**src/rtl/round_robin_dispatcher.sv**
```systemverilog
// ---------------------------------------------------------------------------
// round_robin_dispatcher
//
// Purpose:
//    Splits one valid/ready input stream across NUM_OUT consumer lanes in
//    rotating order. Each lane has a one-entry holding register. The lane
//    scan starts at a rotating pointer and skips lanes that cannot take data,
//    so no consumer is starved and no consumer is favoured.
//
// Parameters:
//    NUM_OUT     number of output lanes (1 and up, any value)
//    DATA_WIDTH  width of one data item
//
// Ports:
//    clk_i        clock
//    arst_ni      asynchronous reset, active low
//    data_i       input item
//    valid_i      input item valid
//    ready_o      dispatcher can accept an item this cycle
//    data_o       lane data, lane k at [k*DATA_WIDTH +: DATA_WIDTH]
//    valid_o      lane holding register occupied
//    ready_i      lane consumer ready
//    sel_index_o  lane chosen this cycle (meaningful only when ready_o=1)
//
// Build option:
//    ROUND_ROBIN_DISPATCHER_STRICT_EN  when defined, only the lane at the
//    rotating pointer may be loaded (exact cyclic order, a stalled lane
//    blocks the input). When undefined, unavailable lanes are skipped.
// ---------------------------------------------------------------------------
module round_robin_dispatcher #(
   parameter int NUM_OUT    = 4,
   parameter int DATA_WIDTH = 8,
   localparam int IW        = (NUM_OUT > 1) ? $clog2(NUM_OUT) : 1
) (
   input  logic                          clk_i,
   input  logic                          arst_ni,
   input  logic [DATA_WIDTH-1:0]         data_i,
   input  logic                          valid_i,
   output logic                          ready_o,
   output logic [NUM_OUT*DATA_WIDTH-1:0] data_o,
   output logic [NUM_OUT-1:0]            valid_o,
   input  logic [NUM_OUT-1:0]            ready_i,
   output logic [IW-1:0]                 sel_index_o
);

   logic [IW-1:0]                        rot_q, rot_d;
   logic [NUM_OUT-1:0]                   valid_q, valid_d;
   logic [NUM_OUT-1:0][DATA_WIDTH-1:0]   data_q, data_d;

   logic [NUM_OUT-1:0]                   avail;
   logic [IW-1:0]                        sel;
   logic                                 any_ready;
   logic                                 dispatch;

   // A lane can take a new item when it is empty, or when its consumer is
   // draining it this very cycle (drain and refill happen at the same edge).
   always_comb begin
      avail = ~valid_q | ready_i;
   end

`ifdef ROUND_ROBIN_DISPATCHER_STRICT_EN
   // Strict rotation: the pointer lane is the only candidate, so the input
   // waits whenever that lane is full and stalled. The loop compares against
   // every lane instead of indexing, which keeps NUM_OUT=1 clean.
   always_comb begin
      sel       = rot_q;
      any_ready = 1'b0;
      for (int k = 0; k < NUM_OUT; k++) begin
         if (k == int'(rot_q)) begin
            any_ready = avail[k];
         end
      end
   end
`else
   // Skipping rotation: walk the lanes from the pointer upward with wrap.
   // The walk runs from the farthest offset back to offset 0 so that the
   // last hit, which is the one kept, is the lane closest to the pointer.
   // The wrap is a subtraction rather than a bit mask so non power-of-two
   // lane counts never select a lane that does not exist.
   always_comb begin
      int idx;
      idx       = 0;
      sel       = rot_q;
      any_ready = 1'b0;
      for (int i = NUM_OUT - 1; i >= 0; i--) begin
         idx = int'(rot_q) + i;
         if (idx >= NUM_OUT) begin
            idx = idx - NUM_OUT;
         end
         if (avail[idx]) begin
            sel       = IW'(idx);
            any_ready = 1'b1;
         end
      end
   end
`endif

   // While reset is held the outputs must read as idle, even though every
   // lane looks available, so the handshake outputs are gated with arst_ni.
   always_comb begin
      ready_o     = arst_ni & any_ready;
      sel_index_o = arst_ni ? sel : '0;
      dispatch    = valid_i & ready_o;
      valid_o     = valid_q;
      data_o      = data_q;
   end

   // Next-state: drains clear lanes first, then a dispatch loads the selected
   // lane, which overrides a same-cycle drain of that lane. Data registers
   // only change on a load. The pointer moves to the lane after the one just
   // loaded, wrapping explicitly from NUM_OUT-1 to 0.
   always_comb begin
      valid_d = valid_q & ~ready_i;
      data_d  = data_q;
      rot_d   = rot_q;
      if (dispatch) begin
         for (int k = 0; k < NUM_OUT; k++) begin
            if (IW'(k) == sel) begin
               valid_d[k] = 1'b1;
               data_d[k]  = data_i;
            end
         end
         if (sel == IW'(NUM_OUT - 1)) begin
            rot_d = '0;
         end else begin
            rot_d = sel + IW'(1);
         end
      end
   end

   // State registers; reset throws away every held item and points the
   // rotation back at lane 0.
   always_ff @(posedge clk_i or negedge arst_ni) begin
      if (!arst_ni) begin
         rot_q   <= '0;
         valid_q <= '0;
         data_q  <= '0;
      end else begin
         rot_q   <= rot_d;
         valid_q <= valid_d;
         data_q  <= data_d;
      end
   end

endmodule
```
**config.mk**
```make
export PLATFORM = sky130hd
export DESIGN_NAME = round_robin_dispatcher
export DESIGN_NICKNAME = d
export VERILOG_FILES = /design/src/rtl/round_robin_dispatcher.sv
export SDC_FILE = /design/constraint.sdc
export NUM_CORES = 1
export LEC_CHECK = 0
export BUFFER_PORTS_ARGS = -buffer_cell sky130_fd_sc_hd__buf_2
export CAP_MARGIN = 20
export CORE_AREA = 2 2 67 62
export DETAILED_ROUTE_END_ITERATION = 7
export DIE_AREA = 0 0 69 64
export GPL_TIMING_DRIVEN = 0
export PLACE_DENSITY = 0.77
export SYNTH_ARGS = -nofsm -noshare
export SYNTH_HDL_FRONTEND = slang
export SYNTH_SLANG_ARGS = --single-unit
```
**constraint.sdc**
```tcl
create_clock -name clk_i -period 2.3 [get_ports clk_i]
set_clock_uncertainty 0.05 [all_clocks]
set_input_delay 0 -clock clk_i [delete_from_list [all_inputs] [get_ports clk_i]]
set_output_delay 0 -clock clk_i [all_outputs]
set_load 0.005 [all_outputs]
```
# ---- Word level (Yosys, flattened, before mapping)
# Index checks and enable logic that the tools add are counted.
# W data, S select, Z words.
dict set report classes {
  n_eq_ne 4
  mux 31
  n_lt_le_gt_ge 8
  bitwise 6
  addsub 8
  n_reduce_logical 5
}
# operator n
set op_table {}
lappend op_table {{$lt A32 B4 Y1 const B} 4}
lappend op_table {{$mux W32} 4}
lappend op_table {{$mux W1} 16}
lappend op_table {{$mux W2} 6}
lappend op_table {{$sub A3 B3 Y4 const B} 3}
lappend op_table {{$ge A3 B3 Y1 const B} 3}
lappend op_table {{$bmux W1 S2} 4}
lappend op_table {{$not A4 Y4} 2}
lappend op_table {{$reduce_and A2 Y1} 4}
lappend op_table {{$add A2 B2 Y3 const B} 2}
lappend op_table {{$and A4 B4 Y4} 1}
lappend op_table {{$eq A2 B2 Y1 const A} 2}
lappend op_table {{$mux W4} 1}
lappend op_table {{$or A4 B4 Y4} 1}
lappend op_table {{$sub A2 B3 Y4 const B} 1}
lappend op_table {{$add A2 B1 Y3 const B} 1}
lappend op_table {{$ge A2 B3 Y1 const B} 1}
lappend op_table {{$add A2 B1 Y2 const B} 1}
lappend op_table {{$and A1 B1 Y1} 2}
lappend op_table {{$eq A1 B2 Y1 const A} 1}
lappend op_table {{$eq A2 B2 Y1 const B} 1}
lappend op_table {{$logic_not A2 Y1} 1}
dict set report totals {
  word_cells 68
  regBits 38
}

# ---- Logic depth before layout (Yosys ltp)
dict set report logic_depth {
  ltp_word 13
  ltp_mapped 9
  ltp_nobuf 7
}

# ---- Worst setup path before layout
# OpenSTA, ideal clock, no wires.
dict set report synth_path {
  path_type {register -> register}
  startpoint {reg valid_q[1], in the netlist valid_o[1]}
  endpoint {reg data_q, in the netlist data_o[0]}
  t_required_ns 2.125
  t_arrival_ns 2.003
  period_less_slack_ns 2.178
  path_buffers 2
  slack_ns 0.122
  stages_incl_launch_ff 10
  cell_sequence {dfrtp_1 > nor2b_1 > buf_6 > and3_1 > a2111oi_2 > or2_1 > ha_1 > and3_1 > buf_6 > mux2_4}
}
dict set report synth_between {
  elab_chain_cells 12
  word_cells_on_any_way 26
  classes_between {mux: 20; bitwise: 4; reduce/logical: 2}
}
# element line
set synth_rtl {}
lappend synth_rtl {{start: declaration} 47} ;# logic [NUM_OUT-1:0] valid_q, valid_d;
lappend synth_rtl {{start signal: assignment} 140} ;# valid_q <= valid_d;
lappend synth_rtl {{$not A4 Y4 *} 58} ;# avail = ~valid_q | ready_i;
lappend synth_rtl {{$or A4 B4 Y4 *} 58}
lappend synth_rtl {{$bmux W1 S2} 90} ;# if (avail[idx]) begin
lappend synth_rtl {{$mux W1 (implied by the code) (2 in series)} 90}
lappend synth_rtl {{$mux W1 (4 in series)} 90}
lappend synth_rtl {{$and A1 B1 Y1} 101} ;# ready_o = arst_ni & any_ready;
lappend synth_rtl {{$and A1 B1 Y1} 103} ;# dispatch = valid_i & ready_o;
lappend synth_rtl {{$reduce_and A2 Y1 (no source line) *} n/a}
lappend synth_rtl {{end signal: assignment} 141} ;# data_q <= data_d;
lappend synth_rtl {{end: declaration} 48} ;# logic [NUM_OUT-1:0][DATA_WIDTH-1:0] data_q, data_d;
# Mark *: on every way between the ends. The rest lies on a longest branch, timed or not. The select of a mux whose other input is x is not followed.
# A chain may end at the register's enable or synchronous reset.

# ---- Worst setup path in the final report
dict set report layout_path {
  startpoint {reg rot_q[1]}
  endpoint {reg data_q, in the netlist data_o[5]}
}
dict set report layout_between {
  elab_chain_cells 13
  word_cells_on_any_way 39
  classes_between {add/sub: 7; order compare: 4; mux: 24; bitwise: 2; reduce/logical: 2}
}
# element line
set layout_rtl {}
lappend layout_rtl {{start: declaration} 46} ;# logic [IW-1:0] rot_q, rot_d;
lappend layout_rtl {{start signal: assignment} 139} ;# rot_q <= rot_d;
lappend layout_rtl {{$add A2 B2 Y3} 86} ;# idx = int'(rot_q) + i;
lappend layout_rtl {{$sub A3 B3 Y4 or $ge A3 B3 Y1 (tied branches)} {88, 87}}
lappend layout_rtl {{$mux W32} 87} ;# if (idx >= NUM_OUT) begin
lappend layout_rtl {{$bmux W1 S2} 90}
lappend layout_rtl {{$mux W1 (implied by the code) (2 in series)} 90}
lappend layout_rtl {{$mux W1 (4 in series)} 90}
lappend layout_rtl {{$and A1 B1 Y1} 101}
lappend layout_rtl {{$and A1 B1 Y1} 103}
lappend layout_rtl {{$reduce_and A2 Y1 (no source line) *} n/a}
# Marked as above.

==> out/metrics.cfg <==
[floorplan]
initial_core_util_pct = 50.03
io_pins = 54
dieHeight_um = 64
dieArea_um2 = 4416
num_rows = 21
core-area_um2 = 3679
die_w_um = 69

[place]
dp.cells = 224
dp_hpwl_um = 2699
io_buffers = 53
dpl-instance-area_um2 = 2163
gp_congestion = 0.7886

[cts]
cts_buffers = 5
clock_latency_ps = 290
clkTransAtPathRegs_ps = 70
clockBufferDepth = 2
clock-sinks = 38
cts_tree = yes
postCtsSetupRepairBufs = 0
root_buffer = clkbuf_8
cts_max_level = 2

[synthesis]
synth-seq-cells = 38
synthDistinctLibCells = 27
seq_area_frac_synth_pct = 51.67
postSynthCellCount = 125
netlist_area_um2 = 1841
avgSynthCellArea_um2 = 14.72
ys_top_cells_by_area = dfrtp_1 52%, mux2_4 26%, buf_6 3.1%, ha_1 2.7%, and3_1 2.0%
netlist.area_leader.share_pct = 51.67
synth_warnings = 0
syn_nets = 144
yosysTopAreaCell = dfrtp_1

[worst_setup_path]
r2r-end = data_o[5]
critPathTopFamily = flip-flops
rrSetupSlack_ps = 80
slowest_delay_ps = 500
worstPathCellList = nor2_1 > a2111oi_4 > or2_1 > ha_1 > and3_1 > buf_6 > mux2_4
path_buf_inv = 1
crit_path_max_fanout = 10
critPathKind = flop to flop
r2r_cells = 7
start_kind = flop
endpoint_kind = flop
r2r-start = rot_q[1]
crit_slowest_cell = dfrtp_1
arrival_ps = 2330
critPathRequiredTime_ps = 2420

[power_and_ir_drop]
cellLeakagePower_nw = 1.190
p_per_area_nw_per_um2 = 1259
peakVddDrop_v = 0.0007273

[global_routing]
grt_use_total_pct = 19.30
grt_pass1_vias = 1347
grt_first_pass_wirelength_um = 6555
grt.overflow.total = 0
grt_max_degree = 43
antenna_found_initial = 0

[finish]
drive_gt1_share_pct = 55.21
final_common_cell = buf_2
diodes = 0
finalNetCount = 212
fill_cells = 285
final_cell_mix = 52 x buf_2, 38 x dfrtp_1, 32 x mux2_4, 9 x dlygate4sd3_1, 6 x clkbuf_8
fin_util_pct = 64.22
area_growth_syn_to_layout_pct = 28.35
stdcell_area_um2 = 2362
final_cell_count_no_fill = 238

[detailed_routing]
routedWlPerCell_um = 16.47
drt_wl_total_um = 3919
viasPerCell = 5.147
drt_first_iter_violations = 73
num_vias = 1225
drc = 0
first_pass_iters = 4
ant_nets = 0

[timing]
setup_tns_ps = 0
hold_viol = 0
setup_viol = 0
post-route-min-period_ps = 2216
drv_slew = 0
hold_slack_ps = 108.9
fmax_mhz = 451.2
post-route-period-util_pct = 96.36
worst_slew_pin_slew_ps = 529.8
slew_headroom_pct = 64.68

[worst_hold_path]
hp-start = ready_i[1]
hold_path_depth = 5
whs_endpoint = rot_q[0]
hold_path_class = input pin to flop

[run]
max_cap_violations = 0

[status]
status = finished clean

[worst max-delay path by stage]
| stage | cells past startpoint | startpoint | end | slack [ps] |
|---|---|---|---|---|
| after detailed placement | 8 | rot_q[1] | data_o[5] | -70 |
| final | 7 | rot_q[1] | data_o[5] | 80 |
| after global routing | 9 | valid_o[1] | data_o[10] | -30 |
| after floorplan | 9 | valid_o[1] | data_o[0] | 120 |
| after CTS | 9 | valid_o[1] | data_o[5] | 7 |
| after global placement | 8 | rot_q[1] | data_o[2] | 9 |
[final cells by class]
| type | instances | area (um2) | share of cell area, % |
|---|---|---|---|
| inverters | 1 | 3.754 | 0.1589 |
| repair buffers | 62 | 357.8 | 15.15 |
| well taps | 46 | 57.56 | 2.436 |
| flip-flops and latches | 38 | 950.9 | 40.25 |
| multi-input cells | 80 | 853.3 | 36.12 |
| clock buffers | 6 | 82.58 | 3.496 |
| plain buffers | 5 | 56.30 | 2.383 |
[synth_stat cells]
library cell  instances
dfrtp_1              38
mux2_4               32
and3_1                6
buf_6                 5
nor2_1                5
or2_1                 5
ha_1                  4
a2bb2oi_1             3
nand2_1               3
o21ai_0               3
a21oi_1               2
and2_2                2
and2b_4               2
nand2b_1              2
a2111oi_2             1
and2_1                1
and2b_1               1
and4bb_1              1
clkbuf_1              1
inv_1                 1
mux2_1                1
nand3_2               1
nor2b_1               1
nor3b_1               1
o21a_1                1
o22ai_1               1
o31ai_1               1
[per-stage QoR]
step	setup WS, ps	total power [mW]
5_1_grt	-32.56	3.167
3_5_place_dp	-73.26	2.495
6_report	83.69	2.973
4_1_cts	6.997	2.968
2_1_floorplan	122.1	1.994
3_3_place_gp	9.182	2.434
[where the power goes]
group | switching (mW) | internal (mW) | total, mW | leakage (nW)
clock network | 0.211 | 0.231 | 0.441 | 0.0431
logic | 0.497 | 0.823 | 1.32 | 0.686
registers | 0.217 | 0.995 | 1.21 | 0.461
total | 0.924 | 2.05 | 2.97 | 1.19
[worst register-to-register path, delay by kind of cell, from the launching register on]
family / cells / cell delay, ps
multiplexers: 1 / 310
adder cells (fa/ha/maj): 1 / 150
buffers and inverters: 1 / 180
AO/OA/AOI/OAI: 1 / 420
AND/OR/NAND/NOR: 3 / 480
flip-flops: 1 / 500
[flip-flops by register name, summed over array words and instances (netlist names)]
signal,flops
data_o,32
rot_q,2
valid_o,4
[cell families (layout without fill, tap and decap cells)]
family | after synthesis | after routing | share of synthesized area (%)
AND/OR/NAND/NOR | 31 | 31 | 10.67
flip-flops | 38 | 38 | 51.67
multiplexers | 33 | 33 | 26.72
adder cells (fa/ha/maj) | 4 | 4 | 2.719
AO/OA/AOI/OAI | 12 | 12 | 4.759
buffers and inverters | 7 | 74 | 3.466
[repair_timing]
action / 4_1_cts / 5_1_grt
resized for setup: 1 / 5
setup endpoints to repair: 32 / 32
pin swaps: 0 / 2
hold buffers: 9 / 0
hold endpoints to repair: 70 / 0
[per-layer routing]
metal  part of all wire, %  GRT usage, %  wire, um
met1                    44         23.86      1713
met2                    50         31.37      1942
met3                   5.6         6.151       218
met4                   1.1         8.088        44
met5                     0             0         0
Power figures use the tool's default switching activity.
